File: src/rtl/softmax_max_sub.sv
// Softmax pre-stage: buffers a 1-row or 8-row frame of signed logits, tracks the frame max,
// then emits each row as unsigned per-lane offsets (max - x).
module softmax_max_sub #(
  parameter int unsigned bw  = 8,
  parameter int unsigned col = 8
) (
  input  logic              clk,
  input  logic              reset,
  input  logic              mode,
  input  logic [col*bw-1:0] in,
  input  logic              in_valid,
  output logic              in_ready,
  output logic [col*bw-1:0] out,
  output logic              out_valid,
  input  logic              out_ready,
  output logic [2:0]        out_row,
  output logic              out_last
);

  typedef enum logic [1:0] {StIdle, StLoad, StEmit} state_e;

  state_e            state_q, state_d;
  logic [col*bw-1:0] buf_q [col];
  logic [bw-1:0]     max_q, max_d;
  logic [2:0]        wr_q, wr_d, rd_q, rd_d, rd_nxt, buf_waddr;
  logic              mode_q, mode_d, buf_we;
  logic [bw-1:0]     in_max;
  logic [col*bw-1:0] out_q, out_d;
  logic              out_valid_q, out_valid_d, out_last_q, out_last_d;
  logic [2:0]        out_row_q, out_row_d;

  function automatic logic [bw-1:0] row_max(input logic [col*bw-1:0] row);
    logic [bw-1:0] m;
    m = row[bw-1:0];
    for (int i = 1; i < col; i++) begin
      if ($signed(row[i*bw +: bw]) > $signed(m)) m = row[i*bw +: bw];
    end
    return m;
  endfunction

  // max >= x always, so the low bw bits of the bw+1-bit difference equal the plain bw-bit result.
  function automatic logic [col*bw-1:0] offsets(input logic [bw-1:0] m,
                                                input logic [col*bw-1:0] row);
    logic [col*bw-1:0] r;
    for (int i = 0; i < col; i++) r[i*bw +: bw] = m - row[i*bw +: bw];
    return r;
  endfunction

  function automatic logic [2:0] last_row(input logic m);
    return m ? 3'(col - 1) : 3'd0;
  endfunction

  assign in_max = row_max(in);
  assign rd_nxt = rd_q + 3'd1;

  always_comb begin
    state_d     = state_q;
    wr_d        = wr_q;
    rd_d        = rd_q;
    max_d       = max_q;
    mode_d      = mode_q;
    buf_we      = 1'b0;
    buf_waddr   = wr_q;
    out_d       = out_q;
    out_valid_d = out_valid_q;
    out_row_d   = out_row_q;
    out_last_d  = out_last_q;
    in_ready    = (state_q != StEmit);
    unique case (state_q)
      StIdle: begin
        if (in_valid) begin
          buf_we    = 1'b1;
          buf_waddr = 3'd0;
          max_d     = in_max;
          mode_d    = mode;
          wr_d      = 3'd1;
          if (!mode) begin
            state_d     = StEmit;
            rd_d        = 3'd0;
            out_valid_d = 1'b1;
            out_d       = offsets(in_max, in);
            out_row_d   = 3'd0;
            out_last_d  = 1'b1;
          end else begin
            state_d = StLoad;
          end
        end
      end
      StLoad: begin
        if (in_valid) begin
          buf_we = 1'b1;
          max_d  = ($signed(in_max) > $signed(max_q)) ? in_max : max_q;
          wr_d   = wr_q + 3'd1;
          if (wr_q == 3'(col - 1)) begin
            // Row 0 is already buffered; prime the output register with it.
            state_d     = StEmit;
            rd_d        = 3'd0;
            out_valid_d = 1'b1;
            out_d       = offsets(max_d, buf_q[0]);
            out_row_d   = 3'd0;
            out_last_d  = (last_row(mode_q) == 3'd0);
          end
        end
      end
      StEmit: begin
        if (out_ready) begin
          if (out_last_q) begin
            state_d     = StIdle;
            wr_d        = 3'd0;
            rd_d        = 3'd0;
            out_valid_d = 1'b0;
            out_last_d  = 1'b0;
            out_row_d   = 3'd0;
          end else begin
            rd_d       = rd_nxt;
            out_d      = offsets(max_q, buf_q[rd_nxt]);
            out_row_d  = rd_nxt;
            out_last_d = (rd_nxt == last_row(mode_q));
          end
        end
      end
      default: state_d = StIdle;
    endcase
  end

  always_ff @(posedge clk or posedge reset) begin
    if (reset) begin
      state_q     <= StIdle;
      max_q       <= '0;
      wr_q        <= '0;
      rd_q        <= '0;
      mode_q      <= 1'b0;
      out_q       <= '0;
      out_valid_q <= 1'b0;
      out_row_q   <= '0;
      out_last_q  <= 1'b0;
      for (int i = 0; i < col; i++) buf_q[i] <= '0;
    end else begin
      state_q     <= state_d;
      max_q       <= max_d;
      wr_q        <= wr_d;
      rd_q        <= rd_d;
      mode_q      <= mode_d;
      out_q       <= out_d;
      out_valid_q <= out_valid_d;
      out_row_q   <= out_row_d;
      out_last_q  <= out_last_d;
      if (buf_we) buf_q[buf_waddr] <= in;
    end
  end

  assign out       = out_q;
  assign out_valid = out_valid_q;
  assign out_row   = out_row_q;
  assign out_last  = out_last_q;

endmodule
File: config.mk
export PLATFORM = sky130hd
export DESIGN_NAME = softmax_max_sub
export DESIGN_NICKNAME = d
export VERILOG_FILES = /design/src/rtl/softmax_max_sub.sv
export SDC_FILE = /design/constraint.sdc
export NUM_CORES = 2
export LEC_CHECK = 0
export ABC_AREA = 1
export CELL_PAD_IN_SITES_DETAIL_PLACEMENT = 1
export CELL_PAD_IN_SITES_GLOBAL_PLACEMENT = 1
export CORE_ASPECT_RATIO = 0.75
export CORE_MARGIN = 4
export CORE_UTILIZATION = 50
export DETAILED_ROUTE_END_ITERATION = 16
export PLACE_DENSITY = 0.95
export SYNTH_ARGS = -nofsm -noshare
export SYNTH_HDL_FRONTEND = slang
export SYNTH_SLANG_ARGS = --single-unit
File: constraint.sdc
create_clock -name clk -period 54.1 [get_ports clk]
set_input_delay 10.82 -clock clk [delete_from_list [all_inputs] [get_ports clk]]
set_output_delay 10.82 -clock clk [all_outputs]
set_load 0.02 [all_outputs]
==> results_dict.tcl <==
set metrics [dict create \
    cpMostUsedCell "nand2_1" \
    max_stage_delay_ps 630 \
    setup_viol 0 \
    grt_max_degree 172 \
    synthFlopType "dfrtp_1" \
    post_drt_wl_per_cell_um 26.4 \
    synthArstFlopShare 1.00 \
    cts_made_buffers 60 \
    fp.dieW_um 316 \
    synth_commonest_cells "977 x o21ai_0, 894 x nand2_1, 595 x dfrtp_1, 499 x nor2_1, 324 x inv_1" \
    fin_crit_sh 0.504 \
    grt_pass1_vias 36697 \
    yosys_warnings 0 \
    viasPerCell 6.47 \
    fin_skew_ps 35.5 \
    ctsResizeCount 0 \
    required_ps 54610 \
    yosysTopAreaCell "dfrtp_1" \
    grt_overflow_total 0 \
    num_vias 35998 \
    synth.yosys.seq_area_share 0.420 \
    reg2reg_from "out_row[0]$_DFFE_PP0P_" \
    synth_area_sq_um 35500 \
    antenna_found_initial 11 \
    rsz0062_at_grt "false" \
    syn_to_final_growth_pct 11.8 \
    drive_above_1_share 0.0511 \
    synth_edf_count 0 \
    grt_pass1_wl_um 225000 \
    cts.sinks 595 \
    die_h_um 239 \
    status "complete, no violations" \
    dr.first_iter.drc_count 4239 \
    synth.most_common_cell "o21ai_0" \
    synth_area_leaders "dfrtp_1 42%, o21ai_0 14%, nand2_1 9.5%" \
    hold_path.class "register to register" \
    finalWeightedCongestion 0.976 \
    ctsHoldBuffers 0 \
    clk_latency_ps 670 \
    critPathCaptureType "register" \
    cp_max_fo 16 \
    cts_root_buf "clkbuf_16" \
    path_buf_inv 11 \
    place_inst 5455 \
    row_count 84 \
    cts_setup_buffers 0 \
    synth_area_per_cell_sq_um 7.75 \
    drcViolationCount 0 \
    fin_nets 4901 \
    synth_top_area_frac 0.420 \
    critPathSlowestCell "fa_1" \
    cp.depth 83 \
    cp_top_family "simple AND/OR/NAND/NOR gates" \
    layout.cells.non_filler 5567 \
    r2r_end "out[31]$_DFFE_PP0P_" \
    dr.pass1.iters 6 \
    syn_nets 4907 \
    cp.arrival_ps 27760 \
    synth-seq-cells 595 \
    startpoint "in[8]" \
    syn_inst 4577 \
    coreArea_sq_um 70200 \
    clkTransAtPathRegs_ps 80 \
    dp_hpwl_um 95700 \
    synthDistinctLibCells 46 \
    timing.fmax_ghz 0.0367 \
    port_buffers 138 \
    cts_max_path_buffers 3 \
    postRouteAntennaNets 0 \
    maxCapViolCount 0 \
    drt-total-wl_um 147000 \
    setup.worst_path.end "out[62]$_DFFE_PP0P_" \
    r2r_cells 21 \
    critPathKind "input pin to register" \
    slew_headroom 0.156 \
    tritoncts "done" \
    grt_usage 0.386 \
    cp-start-kind "input pin" \
    worst_slew_pin_slew_ps 1270 \
    pin_count 139 \
    r2r_setup_slack_ps 47870 \
    fin_crit_ps 27240 \
    hold_violations 0 \
    dieArea_sq_um 75300 \
    setup_tns_ps 0 \
    start_util 0.505 \
    slew_viol_final 0 \
    cts_max_level 2 \
]
cell usage in the layout, fill, tap and decap left out, types with 39 or more instances in the layout:
cell             count
a21oi_1            213
a31oi_1             39
buf_4               48
clkbuf_16           61
clkdlybuf4s50_1    138
dfrtp_1            594
ha_1               235
inv_1              321
nand2_1            886
nand3_1             65
nor2_1             499
o211ai_1            66
o21ai_0            977
o22ai_1             80
xor2_1              59
worst register-to-register path: stages, from the launching register on:
cell and delay [ps]:
dfrtp_4 680, ha_4 610, buf_4 610, buf_4 650
o21ai_0 290, o22ai_1 420, o21ai_0 420, ha_1 500
nand2_1 100, nor2_1 40, a211oi_1 270, nor2_1 120
nor2_1 210, o21bai_1 140, a21o_1 180, a21oi_1 280
xor2_1 120, o21ai_0 180, inv_1 80, nand2_1 80
clkinv_1 70, a21oi_1 110
final cells by class:
cell class                 count  area (sq um)
clock inverter                29           319
timing repair buffer         189          1800
clock buffer                  81          1720
tap                          946          1180
antenna                        2          5.00
inverter                     367          1390
multi-input combinational   3358         18400
sequential                   595         14900
fill                        8601         30500
through the flow:
| stage | setup slack, ps | util | area, sq um | hold WS [ps] |
|---|---|---|---|---|
| floorplan | 26630 | - | 35500 | 448 |
| detailed placement | 27070 | 0.536 | 37600 | 463 |
| global placement | 27750 | 0.536 | 37600 | 459 |
| global route | 25470 | 0.565 | 39700 | 495 |
| finish | 26860 | 0.565 | 39700 | 472 |
| CTS | 27400 | 0.565 | 39700 | 479 |
layer usage:
layer,vias up,routed length (um),GRT usage
met5,-,371,0.0221
met4,16,6210,0.149
met3,494,20000,0.129
met2,2320,60800,0.556
met1,17837,59800,0.539
li1,15331,-,-
flip-flops by register name, summed over array words and instances, names as in the netlist:
signal,count
buf_q,512
max_q,8
mode_q,1
out,64
out_last,1
out_row,3
out_valid,1
state_q,2
wr_q,3
cells by family (layout without fill, tap and decap cells):
logic type,Yosys count,after routing,synth area share
fa+ha+maj,261,261,0.0971
simple gates,1560,1560,0.178
buf+inv,624,666,0.0663
xor+xnor,63,63,0.0155
other cells,0,2,0
flops,595,595,0.420
compound gates,1474,1474,0.223
worst min-delay path by stage:
stage | from | end | cells past startpoint
final | out[32]$_DFFE_PP0P_ | out[32]$_DFFE_PP0P_ | 2
after global routing | out[32]$_DFFE_PP0P_ | out[32]$_DFFE_PP0P_ | 2
after CTS | out[32]$_DFFE_PP0P_ | out[32]$_DFFE_PP0P_ | 2
after detailed placement | out[40]$_DFFE_PP0P_ | out[40]$_DFFE_PP0P_ | 2
after global placement | out[40]$_DFFE_PP0P_ | out[40]$_DFFE_PP0P_ | 2
after floorplan | buf_q[263]$_DFFE_PP0P_ | buf_q[263]$_DFFE_PP0P_ | 2
Power is not shown: default switching activity piles up to over one toggle a cycle in this logic, so the estimate is an artifact.
